**config.mk**
```make
export PLATFORM = sky130hd
export DESIGN_NAME = fifo_wr_arbiter
export DESIGN_NICKNAME = d
export VERILOG_FILES = /design/src/rtl/fifo_wr_arbiter.sv
export SDC_FILE = /design/constraint.sdc
export NUM_CORES = 1
export LEC_CHECK = 0
export BUFFER_PORTS_ARGS = -buffer_cell sky130_fd_sc_hd__buf_2
export CAP_MARGIN = 10
export CORE_ASPECT_RATIO = 2
export CORE_UTILIZATION = 35
export DETAILED_ROUTE_END_ITERATION = 8
export SYNTH_ARGS = -nofsm -noshare
export SYNTH_HDL_FRONTEND = slang
export SYNTH_SLANG_ARGS = --single-unit
```
**constraint.sdc**
```tcl
create_clock -name clk -period 2.14 [get_ports clk]
set_clock_uncertainty 0.2 [all_clocks]
set_input_delay 0.321 -clock clk [delete_from_list [all_inputs] [get_ports clk]]
set_output_delay 0.321 -clock clk [all_outputs]
set_load 0.02 [all_outputs]
```
**src/rtl/fifo_wr_arbiter.sv**
```systemverilog
// Round-robin write arbiter: N producers share one fifo write port in bursts of
// up to MAX_BURST beats, with writes gated combinationally by fifo_full.
module fifo_wr_arbiter #(
  parameter int N_REQ     = 4,
  parameter int DATA_W    = 8,
  parameter int MAX_BURST = 4
) (
  input  logic                       clk,
  input  logic                       rst,
  input  logic [N_REQ-1:0]           req_valid,
  input  logic [N_REQ*DATA_W-1:0]    req_data,
  output logic [N_REQ-1:0]           req_ready,
  input  logic                       fifo_full,
  output logic                       fifo_wr_en,
  output logic [DATA_W-1:0]          fifo_din,
  output logic                       grant_valid,
  output logic [$clog2(N_REQ)-1:0]   grant_id,
  output logic [15:0]                beat_total
);

  localparam int          ID_W  = $clog2(N_REQ);
  localparam int          CNT_W = (MAX_BURST > 1) ? $clog2(MAX_BURST) : 1;
  localparam int unsigned NR    = N_REQ;

  typedef enum logic {IDLE, GRANT} state_t;

  state_t            state_q, state_d;
  logic [ID_W-1:0]   owner_q, owner_d;
  logic [ID_W-1:0]   ptr_q, ptr_d;
  logic [CNT_W-1:0]  cnt_q, cnt_d;
  logic [15:0]       total_q;
  logic [ID_W-1:0]   sel;
  logic [ID_W-1:0]   next_owner;

  // First requester at or after ptr, wrapping modulo N_REQ.
  always_comb begin
    logic            found;
    int unsigned     idx;
    logic [ID_W-1:0] cand;
    sel   = ptr_q;
    found = 1'b0;
    for (int unsigned k = 0; k < NR; k++) begin
      idx  = (32'(ptr_q) + k) % NR;
      cand = ID_W'(idx);
      if (!found && req_valid[cand]) begin
        found = 1'b1;
        sel   = cand;
      end
    end
  end

  assign next_owner = (owner_q == ID_W'(N_REQ - 1)) ? '0 : owner_q + ID_W'(1);

  always_comb begin
    state_d    = state_q;
    owner_d    = owner_q;
    ptr_d      = ptr_q;
    cnt_d      = cnt_q;
    req_ready  = '0;
    fifo_wr_en = 1'b0;
    fifo_din   = '0;
    case (state_q)
      IDLE: begin
        if (|req_valid) begin
          state_d = GRANT;
          owner_d = sel;
          cnt_d   = '0;
        end
      end
      GRANT: begin
        req_ready[owner_q] = !fifo_full;
        fifo_wr_en         = req_valid[owner_q] & !fifo_full;
        fifo_din           = req_data[owner_q*DATA_W +: DATA_W];
        // A full FIFO freezes the grant entirely, including the release check.
        if (!fifo_full) begin
          if (!req_valid[owner_q] || cnt_q == CNT_W'(MAX_BURST - 1)) begin
            state_d = IDLE;
            ptr_d   = next_owner;
          end else begin
            cnt_d = cnt_q + CNT_W'(1);
          end
        end
      end
      default: state_d = IDLE;
    endcase
  end

  always_ff @(posedge clk or posedge rst) begin
    if (rst) begin
      state_q <= IDLE;
      owner_q <= '0;
      ptr_q   <= '0;
      cnt_q   <= '0;
      total_q <= '0;
    end else begin
      state_q <= state_d;
      owner_q <= owner_d;
      ptr_q   <= ptr_d;
      cnt_q   <= cnt_d;
      if (fifo_wr_en) total_q <= total_q + 16'd1;
    end
  end

  assign grant_valid = (state_q == GRANT);
  assign grant_id    = owner_q;
  assign beat_total  = total_q;

endmodule

```
==> impl_metrics.json, run 1 <==
{
  "hpwl_um": 2801,
  "die_width_um": 47.75,
  "max-cap-violations": 0,
  "synth_flop_cell": "dfrtp_1",
  "total_power_mw": 2.387,
  "antenna_found_initial": 0,
  "leakage_nw": 1.054,
  "synth-edff-count": 0,
  "slew_violations": 0,
  "synth_area_um2": 1465,
  "required_ps": 1620,
  "fin_area_um2": 2057,
  "cts.clk_slew.worst_paths_ps": 80,
  "start_kind": "flip-flop",
  "slew_headroom": 0.7483,
  "worst_pin_slew_ps": 374.2,
  "min_period_over_period": 1.008,
  "grt_pass1_vias": 1311,
  "port_buffers": 70,
  "power.density_nw_per_um2": 1160,
  "fmax_ghz": 0.4635,
  "final_core_util": 0.5083,
  "hold_viol_final": 0,
  "cts_root_buffer": "clkbuf_8",
  "yosys_register_bits": 23,
  "path_class": "reg2out",
  "setup.worst_path.end_class": "primary output",
  "period_minus_slack_ps": 2158,
  "hp-start": "req_valid[2]",
  "overflow": 0,
  "cts_num_sinks": 23,
  "core_region_area_um2": 4046,
  "cts_tree": "yes",
  "wire_per_inst_um": 13.03,
  "hold_path.class": "in2reg",
  "final.setup.tns_ps": -75.77,
  "arrival_ps": 1640,
  "seq_area_frac_synth": 0.3928,
  "synth.distinct_cells": 30,
  "rsz0062_at_grt": "true",
  "dieArea_um2": 4465,
  "finalWorstSetupSlack_ps": -17.61,
  "cts_made_buffers": 3,
  "grt_pass1_wl_um": 5533,
  "ioPinCount": 71,
  "violations": "negative setup slack",
  "postPlaceCellArea_um2": 1912,
  "htree_num_levels": 1,
  "antennaDiodeCount": 0,
  "wirelength_um": 3532,
  "hold_depth": 3,
  "async_reset_ff_frac": 1.000,
  "grt_max_degree": 24,
  "synth_cells": 140,
  "ant_nets": 0,
  "grt_use_total": 0.1679,
  "vias": 1376,
  "vias_per_cell": 5.077,
  "clock_path_buffers": 2,
  "drive_above_1_share": 0.4840,
  "path_max_fanout": 5,
  "ys_warn_count": 0,
  "drcViolationCount": 0,
  "drt_iter0_markers": 22,
  "r2r_slack_ps": 180,
  "fp.dieH_um": 93.50,
  "finalNetCount": 265,
  "setup_viol_count_final": 6,
  "mappedNetlistNets": 185,
  "initial_core_util": 0.3621,
  "dr.pass1.iters": 4,
  "area_delta_synth_final_pct": 40.39,
  "ir_drop_v": 0.0006582,
  "row_count": 33,
  "r2r_end": "beat_total[14]",
  "routabilityCongestion": 0.7539,
  "worstHoldEndpoint": "grant_valid",
  "avgSynthCellArea_um2": 10.47,
  "r2r-start": "grant_id[0]",
  "r2r_cells": 5,
  "clk_latency_ps": 270,
  "status": "finished with violations"
}
final cells by class:
type	count	area [um2]
fillers	419	1989
multi-input cells	102	850.8
flip-flops and latches	23	578.1
repair buffers	80	479.2
well taps	52	65.06
clock buffers	3	41.29
inverters	10	37.54
clock inverters	1	5.005
flip-flops by register name (all words and copies together) (netlist names):
name / count
cnt_q: 2
beat_total: 16
ptr_q: 2
grant_id: 2
grant_valid: 1
report_power, final:
group	internal (mW)	total (mW)	switching, mW
clock	0.130	0.272	0.142
combinational	0.742	1.42	0.682
sequential	0.545	0.691	0.145
total	1.42	2.39	0.969
worst max-delay path by stage:
| stage | startpoint | to | slack (ps) | cells past startpoint |
|---|---|---|---|---|
| final | grant_id[0] | fifo_din[5] | -20 | 4 |
| after global routing | grant_id[0] | fifo_din[5] | -80 | 4 |
| after CTS | grant_id[0] | fifo_din[1] | -40 | 4 |
| after detailed placement | grant_id[0] | fifo_din[2] | 210 | 4 |
| after global placement | grant_id[0] | fifo_din[4] | 220 | 4 |
| after floorplan | grant_id[0] | fifo_din[0] | 20 | 3 |
cell usage after synthesis, types with 3 or more instances:
master	n	area [um2]
a21oi_1	5	25.02
mux4_2	9	202.7
nor2b_1	3	18.77
o21ai_0	6	30.03
nor3_1	4	20.02
xnor2_1	7	61.31
xor2_1	8	70.07
nor4_1	3	18.77
dfrtp_1	23	575.6
nand4_1	6	37.54
nand2_1	12	45.04
clkbuf_1	3	11.26
inv_1	10	37.54
and2_1	13	81.33
ha_1	6	75.07
nor2_1	5	18.77
per-stage QoR:
step / worst slack [ps] / hold slack, ps / std cells
floorplan: 23.16 / 122.9 / 140
global placement: 224.0 / 179.4 / 264
detailed placement: 212.1 / 179.6 / 264
CTS: -39.05 / 217.7 / 271
global route: -78.66 / 252.3 / 271
finish: -17.61 / 217.3 / 271
layer usage:
layer,share of wire,GRT usage
met1,0.36,0.1673
met2,0.54,0.3097
met3,0.076,0.03475
met4,0.021,0.06250
met5,0,0
kinds of logic (layout without fill, tap and decap cells):
kind of cell / count (synthesis) / in the layout / synth area share
AND/OR/NAND/NOR: 55 / 55 / 0.2118
flip-flops: 23 / 23 / 0.3928
AO/OA/AOI/OAI: 15 / 15 / 0.05893
XOR/XNOR: 15 / 15 / 0.08967
buffers and inverters: 15 / 94 / 0.04014
multiplexers: 11 / 11 / 0.1554
adder cells (fa/ha/maj): 6 / 6 / 0.05124
critical path, stage by stage, from the launching register on:
cell and delay (ps):
dfrtp_2 430, buf_6 150, mux4_2 490, and2_4 170
buf_6 120
repair_timing:
item,CTS,global route
setup endpoints to repair,8,11
buffers inserted,1,0
resized for setup,7,20
pin swaps,0,0
hold buffers,1,0
gates cloned,1,0
endpoints found under the hold margin,23,0
cells in the final DEF, fill, tap and decap left out, drive strengths merged:
cell type | netlist | routed
xor2 | 8 | 8
mux2i | 1 | 1
buf | 2 | 79
o22ai | 1 | 1
nor3 | 4 | 4
nor2 | 5 | 5
a21oi | 5 | 5
or2 | 1 | 1
xnor2 | 7 | 7
dlygate4sd3 | 0 | 1
and3b | 1 | 1
nor2b | 3 | 3
ha | 6 | 6
o21ai | 6 | 6
nor4b | 1 | 1
nand4 | 6 | 6
a21boi | 1 | 1
dfrtp | 23 | 23
o221ai | 1 | 1
and3 | 2 | 2
nor3b | 1 | 1
nand2 | 12 | 12
nor4 | 3 | 3
inv | 10 | 10
mux2 | 1 | 1
nand3 | 3 | 3
o22a | 1 | 1
clkbuf | 3 | 3
clkinv | 0 | 1
and2 | 13 | 13
mux4 | 9 | 9
Note: power is estimated with default switching activity, not from simulation.
==> run 2, diff against run 1 <==
Settings changed: SETUP_SLACK_MARGIN set to 0.15.
==> run 2 against run 1 <==
  * The flow now finishes without violations
  * Utilization grew 4.5 points
  * Combinational power grew 17%
  * Via count grew 1.2%
  * Worst setup slack gained 30 ps
  * Power grew 8.6%
  * Fmax grew 1.4%
  * Die area is the same
  * Non-clock buffer count grew 8
  * Largest cell class unchanged
  * Largest power group unchanged
  * Highest routed layer unchanged
==> impl_metrics.json, run 2 (synthesis results as in run 1) <==
{
  "worst-path-buf-inv": 2,
  "fmax_ghz": 0.4701,
  "fp.dieH_um": 93.50,
  "status": "finished, final reports clean",
  "cts_num_sinks": 23,
  "setup_viol_count_final": 0,
  "hold_viol_final": 0,
  "wirelength_um": 3774,
  "antennaDiodeCount": 0,
  "worst_pin_slew_ps": 490.1,
  "cts_tree": "yes",
  "rsz0062_at_grt": "true",
  "ioPinCount": 71,
  "start_kind": "flip-flop",
  "power_frac_comb": 0.639,
  "power.density_nw_per_um2": 1159,
  "grt_max_degree": 14,
  "cts_root_buffer": "clkbuf_8",
  "clock_path_buffers": 2,
  "initial_core_util": 0.3621,
  "layout_common_cells": "57 x buf_2, 21 x dfrtp_1, 15 x buf_4, 14 x buf_6",
  "hold_path.class": "in2reg",
  "crit_chain": "buf_4, mux4_2, and2_4, buf_6",
  "row_count": 33,
  "htree_num_levels": 1,
  "path_max_fanout": 3,
  "period_minus_slack_ps": 2127,
  "core_region_area_um2": 4046,
  "grt_pass1_wl_um": 5885,
  "ir_drop_v": 0.0008015,
  "slew_violations": 0,
  "port_buffers": 70,
  "hpwl_um": 2895,
  "power.internal_mw": 1.557,
  "fin_cells": 279,
  "grt_pass1_vias": 1414,
  "p_seq_frac": 0.261,
  "dieArea_um2": 4465,
  "drive_above_1_share": 0.5595,
  "required_ps": 1620,
  "power.share.clock": 0.100,
  "final_common_cell": "buf_2",
  "overflow": 0,
  "antenna_found_initial": 0,
  "grt_use_total": 0.1763,
  "vias_per_cell": 4.993,
  "drt_iter0_markers": 16,
  "clk_latency_ps": 260,
  "drcViolationCount": 0,
  "max-cap-violations": 0,
  "wire_per_inst_um": 13.53,
  "ant_nets": 0,
  "vias": 1393,
  "dr.pass1.iters": 4,
  "nFillCells": 397,
  "placed_cells_incl_taps": 268,
  "leakage_nw": 1.118,
  "cts_made_buffers": 3,
  "arrival_ps": 1610,
  "setup.worst_path.end_class": "primary output",
  "final_core_util": 0.5529,
  "routabilityCongestion": 0.8546,
  "p_sw_frac": 0.3993,
  "cp_top_family": "multiplexers",
  "path_class": "reg2out",
  "cts.clk_slew.worst_paths_ps": 80,
  "min_period_over_period": 0.9941,
  "switching_power_mw": 1.035,
  "slowest_delay_ps": 500,
  "die_width_um": 47.75,
  "finalNetCount": 273,
  "area_delta_synth_final_pct": 52.69,
  "largest_reg_flops": 16,
  "slew_headroom": 0.6723,
  "cpMaxStageDelayCell": "mux4_2"
}
run 2: cell types whose count changed in the layout (fill, tap and decap cells not counted), moves of 4 or more:
cell,delta
and2_4,+4
buf_4,+8
buf_2,-6
and2_1,-4
buf_6,+5
run 2: what timing repair did:
action                                  CTS  global route
pin swaps                                 7             5
endpoints found under the setup margin    9            15
hold endpoints to repair                 10             0
hold buffers                              1             0
gates resized for setup                  39            20
setup buffers                             4             2
run 2: worst paths after layout:
kind,end,slack (ps),depth (start not counted),startpoint
max,fifo_wr_en,10,4,grant_id[0]
min,grant_valid,230,3,req_valid[2]
max reg2reg,beat_total[6],80,6,grant_id[0]
min reg2reg,beat_total[15],260,1,beat_total[15]
max in group asynchronous,ptr_q[0],820,4,rst
min in group asynchronous,beat_total[12],390,3,rst
run 2: routing by layer:
metal  up-vias  wire length [um]  track usage
li1        667                 -            -
met1       656              1349       0.1953
met2        62              2152       0.3243
met3         8               174     0.009653
met4         0                97      0.06250
met5         -                 0            0
run 2: through the flow:
stage               TNS, ps  hold slack (ps)  setup slack, ps  power [mW]  cell area (um2)
floorplan                 0            122.9            156.4       1.505             1471
CTS                  -46.80            231.5           -20.57       2.509             2142
finish                    0            230.2            12.58       2.592             2237
detailed placement        0            130.2            195.0       1.925             1943
global placement          0            130.7            198.0       1.915             1943
global route         -86.25            257.2           -29.29       2.779             2237
run 2: tightest hold or removal path, cell delays in order:
cell and delay (ps):
buf_2 120, nor4_1 80, a21oi_1 130
run 2: final cells by class:
type	instances	area [um2]	area share
Sequential cell	23	578.1	0.2584
Tap cell	52	65.06	0.02908
Clock buffer	4	45.04	0.02013
Inverter	10	40.04	0.01790
Timing Repair Buffer	88	580.6	0.2595
Multi-Input combinational cell	102	928.4	0.4150
run 2: power by group through the flow:
| stage | clock network (mW) | registers, mW | logic, mW |
|---|---|---|---|
| after floorplan | 0 | 0.749 | 0.756 |
| after global placement | 0 | 0.683 | 1.23 |
| after detailed placement | 0 | 0.685 | 1.24 |
| after CTS | 0.266 | 0.683 | 1.56 |
| after global routing | 0.292 | 0.694 | 1.79 |
| final | 0.260 | 0.677 | 1.66 |
